### config.mk
export PLATFORM = sky130hd
export DESIGN_NAME = rand_io_harness_flat
export DESIGN_NICKNAME = d
export VERILOG_FILES = /design/src/rtl/rand_io_harness_if.sv /design/src/rtl/rand_io_harness.sv /design/src/flat_wrapper.sv
export SDC_FILE = /design/constraint.sdc
export NUM_CORES = 2
export LEC_CHECK = 0
export BUFFER_PORTS_ARGS = -buffer_cell sky130_fd_sc_hd__buf_4
export CAP_MARGIN = 5
export CORE_AREA = 4 4 437 439
export CTS_BUF_LIST = sky130_fd_sc_hd__clkbuf_4
export CTS_CLUSTER_DIAMETER = 50
export CTS_CLUSTER_SIZE = 8
export DETAILED_ROUTE_END_ITERATION = 8
export DIE_AREA = 0 0 441 443
export GPL_ROUTABILITY_DRIVEN = 0
export HOLD_SLACK_MARGIN = 0.02
export SLEW_MARGIN = 20
export SYNTH_ARGS = -nofsm -noshare
export SYNTH_HDL_FRONTEND = slang
export SYNTH_SLANG_ARGS = --single-unit
### constraint.sdc
create_clock -name clk -period 8.2 [get_ports clk]
set_input_delay 0.41 -clock clk [delete_from_list [all_inputs] [get_ports clk]]
set_output_delay 0.41 -clock clk [all_outputs]
set_load 0.02 [all_outputs]
### src/rtl/rand_io_harness_if.sv
// Bus bundle for rand_io_harness: generator controls, write/read data,
// observation port and signature outputs.
interface rand_io_harness_if #(
  parameter int NUM_CH = 2,
  parameter int LANES  = 32,
  parameter int DWIDTH = 8
);
  localparam int W         = LANES * DWIDTH;
  localparam int CH_BITS   = (NUM_CH > 1) ? $clog2(NUM_CH) : 1;
  localparam int BYTE_BITS = $clog2(W / 8);
  localparam int SEL_W     = CH_BITS + BYTE_BITS;

  logic [1:0]          gen_mode;
  logic                step;
  logic [31:0]         seed_in;
  logic [NUM_CH*W-1:0] wdata_flat;
  logic [NUM_CH*W-1:0] rdata_flat;
  logic [SEL_W-1:0]    o_sel;
  logic [7:0]          o_data;
  logic                capture_en;
  logic                sig_clear;
  logic [31:0]         o_sig;
  logic [15:0]         cap_count;

  modport master (
    output gen_mode, step, seed_in, rdata_flat, o_sel, capture_en, sig_clear,
    input  wdata_flat, o_data, o_sig, cap_count
  );

  modport slave (
    input  gen_mode, step, seed_in, rdata_flat, o_sel, capture_en, sig_clear,
    output wdata_flat, o_data, o_sig, cap_count
  );
endinterface

### src/rtl/rand_io_harness.sv
// Stimulus/observation harness: per-channel LFSR write-data generators,
// MISR compression of read data and a registered byte observation port.
module rand_io_harness #(
  parameter int          NUM_CH = 2,
  parameter int          LANES  = 32,
  parameter int          DWIDTH = 8,
  parameter logic [31:0] SEED   = 32'h1
) (
  input logic              clk,
  input logic              reset,
  rand_io_harness_if.slave bus
);
  localparam int W         = LANES * DWIDTH;
  localparam int NWORDS    = NUM_CH * W / 32;
  localparam int CH_BITS   = (NUM_CH > 1) ? $clog2(NUM_CH) : 1;
  localparam int BYTE_BITS = $clog2(W / 8);
  localparam int SEL_W     = CH_BITS + BYTE_BITS;

  typedef enum logic [1:0] {
    MODE_HOLD = 2'b00,
    MODE_FREE = 2'b01,
    MODE_STEP = 2'b10,
    MODE_LOAD = 2'b11
  } gen_mode_e;

  function automatic logic [31:0] lfsr_next(input logic [31:0] s);
    return {s[30:0], s[31] ^ s[21] ^ s[1] ^ s[0]};
  endfunction

  // Zero is the LFSR lock-up state, so any seed that would land there becomes 1.
  function automatic logic [31:0] nz(input logic [31:0] s);
    return (s == 32'h0) ? 32'h1 : s;
  endfunction

  function automatic logic [W-1:0] shift_in(input logic [W-1:0] w, input logic [31:0] v);
    logic [W+31:0] t;
    t = {w, v};
    return t[W-1:0];
  endfunction

  logic [31:0]      lfsr_q  [NUM_CH];
  logic [31:0]      lfsr_d  [NUM_CH];
  logic [W-1:0]     wdata_q [NUM_CH];
  logic [W-1:0]     wdata_d [NUM_CH];
  logic [7:0]       o_data_q, o_data_d;
  logic [31:0]      sig_q, sig_d;
  logic [15:0]      cap_q, cap_d;
  logic [31:0]      fold;
  logic [CH_BITS-1:0]   ch_sel;
  logic [BYTE_BITS-1:0] byte_sel;
  gen_mode_e        mode;
  logic             advance;

  assign mode     = gen_mode_e'(bus.gen_mode);
  assign advance  = (mode == MODE_FREE) || ((mode == MODE_STEP) && bus.step);
  assign ch_sel   = bus.o_sel[CH_BITS-1:0];
  assign byte_sel = bus.o_sel[SEL_W-1:CH_BITS];

  // NOTE: every always_comb output gets a default before any branch, so no latch is inferred.
  always_comb begin
    for (int c = 0; c < NUM_CH; c++) begin
      lfsr_d[c]  = lfsr_q[c];
      wdata_d[c] = wdata_q[c];
      if (mode == MODE_LOAD) begin
        lfsr_d[c] = nz(nz(bus.seed_in) + 32'(c));
      end else if (advance) begin
        lfsr_d[c]  = lfsr_next(lfsr_q[c]);
        wdata_d[c] = shift_in(wdata_q[c], lfsr_next(lfsr_q[c]));
      end
    end
  end

  // Channels beyond NUM_CH match no loop iteration and read back as zero.
  always_comb begin
    o_data_d = 8'h00;
    for (int c = 0; c < NUM_CH; c++) begin
      if (int'(ch_sel) == c) o_data_d = bus.rdata_flat[c*W + int'(byte_sel)*8 +: 8];
    end
  end

  always_comb begin
    fold = 32'h0;
    for (int i = 0; i < NWORDS; i++) fold = fold ^ bus.rdata_flat[i*32 +: 32];
  end

  // Clear has priority over capture; the count saturates but the signature keeps folding.
  always_comb begin
    sig_d = sig_q;
    cap_d = cap_q;
    if (bus.sig_clear) begin
      sig_d = 32'h0;
      cap_d = 16'h0;
    end else if (bus.capture_en) begin
      sig_d = lfsr_next(sig_q) ^ fold;
      cap_d = (cap_q == 16'hFFFF) ? cap_q : cap_q + 16'd1;
    end
  end

  // NOTE: state registers use non-blocking assignments so every flop samples pre-edge values.
  always_ff @(posedge clk) begin
    if (reset) begin
      for (int c = 0; c < NUM_CH; c++) begin
        lfsr_q[c]  <= nz(SEED + 32'(c));
        wdata_q[c] <= '0;
      end
      o_data_q <= 8'h00;
      sig_q    <= 32'h0;
      cap_q    <= 16'h0;
    end else begin
      for (int c = 0; c < NUM_CH; c++) begin
        lfsr_q[c]  <= lfsr_d[c];
        wdata_q[c] <= wdata_d[c];
      end
      o_data_q <= o_data_d;
      sig_q    <= sig_d;
      cap_q    <= cap_d;
    end
  end

  for (genvar g = 0; g < NUM_CH; g++) begin : g_wdata
    assign bus.wdata_flat[g*W +: W] = wdata_q[g];
  end

  assign bus.o_data    = o_data_q;
  assign bus.o_sig     = sig_q;
  assign bus.cap_count = cap_q;
endmodule

### src/flat_wrapper.sv
// flat-port wrapper written by rule: the top's interface ports become plain ports
module rand_io_harness_flat 
#(
  parameter int          NUM_CH = 2,
  parameter int          LANES  = 32,
  parameter int          DWIDTH = 8,
  parameter logic [31:0] SEED   = 32'h1
)
  (clk, reset, bus_gen_mode, bus_step, bus_seed_in, bus_rdata_flat, bus_o_sel, bus_capture_en, bus_sig_clear, bus_wdata_flat, bus_o_data, bus_o_sig, bus_cap_count);
  rand_io_harness_if #(.NUM_CH(NUM_CH), .LANES(LANES), .DWIDTH(DWIDTH)) bus_i ();
  input logic clk;
  input logic reset;
  input wire logic [$bits(bus_i.gen_mode)-1:0] bus_gen_mode;
  input wire logic [$bits(bus_i.step)-1:0] bus_step;
  input wire logic [$bits(bus_i.seed_in)-1:0] bus_seed_in;
  input wire logic [$bits(bus_i.rdata_flat)-1:0] bus_rdata_flat;
  input wire logic [$bits(bus_i.o_sel)-1:0] bus_o_sel;
  input wire logic [$bits(bus_i.capture_en)-1:0] bus_capture_en;
  input wire logic [$bits(bus_i.sig_clear)-1:0] bus_sig_clear;
  output wire logic [$bits(bus_i.wdata_flat)-1:0] bus_wdata_flat;
  output wire logic [$bits(bus_i.o_data)-1:0] bus_o_data;
  output wire logic [$bits(bus_i.o_sig)-1:0] bus_o_sig;
  output wire logic [$bits(bus_i.cap_count)-1:0] bus_cap_count;
  assign bus_i.gen_mode = bus_gen_mode;
  assign bus_i.step = bus_step;
  assign bus_i.seed_in = bus_seed_in;
  assign bus_i.rdata_flat = bus_rdata_flat;
  assign bus_i.o_sel = bus_o_sel;
  assign bus_i.capture_en = bus_capture_en;
  assign bus_i.sig_clear = bus_sig_clear;
  assign bus_wdata_flat = bus_i.wdata_flat;
  assign bus_o_data = bus_i.o_data;
  assign bus_o_sig = bus_i.o_sig;
  assign bus_cap_count = bus_i.cap_count;
  rand_io_harness #(.NUM_CH(NUM_CH), .LANES(LANES), .DWIDTH(DWIDTH), .SEED(SEED)) u_core (.clk(clk), .reset(reset), .bus(bus_i));
endmodule
==> key figures <==
Status
  • Outcome: finished clean

Drt
  • DRT Pass-1 Iters: 6
  • Initial detailed-routing violation count: 2507
  • Post-DRT Antenna Nets: 0
  • Vias: 31900
  • DRT Wirelength: 176000 um
  • DRC: 0
  • Routed vias/inst: 4.31
  • Post-DR wirelength/cell: 23.8 um

Min path
  • Hold WC Path Type: in -> reg
  • Hold Crit Start: bus_sig_clear

Logic synthesis
  • Commonest cells in the netlist: nand2_1 (1046), dfxtp_1 (632), a21oi_1 (525), xnor2_1 (484), clkbuf_1 (245)
  • Most frequent cell after synthesis: nand2_1
  • Sequential area share after synthesis: 40.2%
  • Count of state elements after synthesis: 632
  • Syn_area_per_cell: 8.68 um^2
  • Yosys top cell by area: dfxtp_1
  • Synth warn: 0
  • Main synth FF type: dfxtp_1
  • Post-synth top area share: 40.2%
  • Post-Syn Nets: 4183
  • Number of synthesized flops with an enable pin: 0
  • Synth Instances: 3623
  • Fraction of registers with async set/reset: 0%
  • Largest cells by area after synthesis: dfxtp_1 (40%), xnor2_1 (13%), nand2_1 (12%)
  • Netlist cell types: 47
  • Post-synthesis cell area: 31400 um^2

Floorplanning
  • Die ar.: 195000 um^2
  • I/O pin cnt: 1125
  • Overall die height: 443 um
  • FP Rows: 159
  • CORE AREA: 187000 um^2
  • Die X: 441 um
  • Initial Util: 16.8%

Final layout
  • Area delta synth->final: 45.5%
  • Share of layout cells above drive strength 1: 29.9%
  • Area of the multi-input gates: 17800 um^2
  • Fin nets: 5401
  • Filler cell count: 20500
  • Seq. cell area: 12700 um^2

Clock network
  • H-tree levels: 3
  • Reg clk slew, reported paths: 0.08 ns
  • Number of buffers created by CTS: 106
  • Skew-Pair Late Insertion Delay: 1.14 ns
  • CTS tree: built
  • Clock tree root buffer cell: clkbuf_4
  • Post-CTS sizing: 0
  • CTS max path bufs: 3
  • Clock Sinks: 632

Critical path
  • Slowest cell delay on critical path: 0.84 ns
  • Worst path required time: 9.17 ns
  • Critical Path Sink: u_core.bus.o_data[6]
  • CP Data Arrival Time: 5.39 ns
  • CP Launch Type: primary input
  • Worst path depth: 9
  • Max FO, Critical Path: 80
  • Critical path, cell by cell: clkbuf_8, buf_4, mux4_2, dlygate4sd3_1, mux4_2, dlygate4sd3_1, mux4_2, dlygate4sd3_1, nor2b_1
  • CP Launch Point: bus_o_sel[0]
  • Reg2Reg Setup Slack: 5.15 ns
  • R2R Path End: u_core.bus.o_sig[0]
  • WS Path Type: in -> reg
  • Top Family by Delay on Critical Path: buffers and inverters
  • Worst r2r src: u_core.bus.o_sig[1]
  • Worst-path cell with the longest stage delay: buf_4
  • R2R depth: 8
  • Bufs and invs on worst path: 5
  • Critical path endpoint category: flop

STA
  • Unrepaired setup endpoints after global routing: false
  • Worst hold slack: 0.156 ns
  • Final hold vios: 0
  • Post-Route Setup TNS: 0 ns
  • F_max: 226 MHz
  • Tcrit/Tclk final: 53.9%
  • Final worst setup slack: 3.78 ns
  • Rel. slew slack: 21.0%
  • # setup viols final: 0
  • Skew final: 0.136 ns
  • Crit path time final: 4.42 ns
  • Slew @ Worst Pin: 1.18 ns
  • Slew Limit Fails: 0

Pwr
  • Leak: 16.9 nW
  • Power Density: 167 nW/um^2
  • Max VDD drop: 0.0961 mV

Placed design
  • Port Buf Inserts: 1124
  • Post-DP HPWL: 142000 um
  • DP Worst Slack: 4.01 ns

Global route
  • Remaining Overflow, GRT: 0
  • Vias in the first global route: 31500
  • First-pass GRT wire length: 240000 um
  • Initial antenna violation count: 68
  • GR Util All Layers: 17.2%
  • Largest net degree at the start of global routing: 224

Run
  • Max-Cap Viols: 0
power by group:
group / total, mW / switching (mW) / internal, mW
clock: 2.00 / 1.25 / 0.754
combinational: 2.38 / 1.10 / 1.28
sequential: 3.25 / 0.103 / 3.14
layout by cell type, fill, tap and decap left out, drive strengths merged, types with 11 or more instances in the layout:
cell / synthesis / routed
a21oi: 525 / 525
a22oi: 23 / 23
buf: 21 / 1143
clkbuf: 245 / 113
clkinv: 0 / 19
dfxtp: 632 / 632
diode: 0 / 32
dlygate4sd3: 0 / 232
inv: 7 / 11
mux2i: 36 / 36
mux4: 168 / 168
nand2: 1046 / 1046
nand3: 24 / 24
nand4: 22 / 22
nor2: 150 / 150
nor3: 13 / 13
nor4: 37 / 37
o22ai: 23 / 23
xnor2: 484 / 484
xor2: 86 / 86
flip-flops by register name (all words and copies together) (netlist names):
register	cells
u_core.wdata_q	512
u_core.lfsr_q	64
u_core.bus.o_sig	32
u_core.bus.cap_count	16
u_core.bus.o_data	8
kinds of logic (layout without fill, tap and decap cells):
logic type / Yosys count / after routing / share of synthesized area (%)
buffers and inverters: 273 / 1529 / 3.33
adders and majority gates: 3 / 3 / 0.119
and+or+nand+nor: 1335 / 1335 / 17.0
DFF: 632 / 632 / 40.2
AOI/OAI and AO/OA: 605 / 605 / 10.2
xor gates and xnor gates: 570 / 570 / 15.9
muxes: 205 / 205 / 13.2
other: 0 / 32 / 0
metrics by stage:
step | utilization, % | cell area (um^2) | power, mW | cells
finish | 24.4 | 45800 | 7.63 | 7406
global route | 24.4 | 45700 | 8.02 | 7395
CTS | 24.4 | 45700 | 7.75 | 7374
detailed placement | 22.6 | 42200 | 5.24 | 6996
global placement | 22.6 | 42200 | 5.22 | 6996
floorplan | - | 31400 | 4.46 | 3623
final cells by class:
class | instances | area share [%]
Antenna cell | 32 | 0.175
Clock inverter | 34 | 0.601
Inverter | 7 | 0.0574
Timing Repair Buffer | 1376 | 24.0
Sequential cell | 632 | 27.6
Clock buffer | 112 | 1.84
Tap cell | 2495 | 6.82
Multi-Input combinational cell | 2718 | 38.9
worst min-delay path: stages:
cell    delay (ns)
buf_4         0.08
or2_2         0.09
buf_4         0.52
nor2_1        0.10
worst min-delay path by stage:
stage | depth (start not counted) | slack (ns) | to
6_report | 4 | 0.16 | u_core.bus.o_sig[23]
3_3_place_gp | 2 | 0.44 | u_core.wdata_q[0][246]
4_1_cts | 4 | 0.03 | u_core.bus.o_sig[23]
5_1_grt | 4 | 0.09 | u_core.bus.cap_count[8]
3_5_place_dp | 2 | 0.45 | u_core.wdata_q[0][251]
2_1_floorplan | 2 | 0.44 | u_core.wdata_q[0][287]
metal layers:
metal	vias to the layer above	global-route usage (%)	wire, um
met3	514	4.54	12900
li1	14700	-	-
met1	15100	16.1	55200
met5	-	0	299
met2	1552	32.3	93000
met4	44	11.8	15000
repair_timing:
action / 4_1_cts / 5_1_grt
hold buffers: 232 / 0
buffers inserted: 0 / 0
hold endpoints to repair: 259 / 0
No activity file was read; power rests on OpenSTA's default activity.
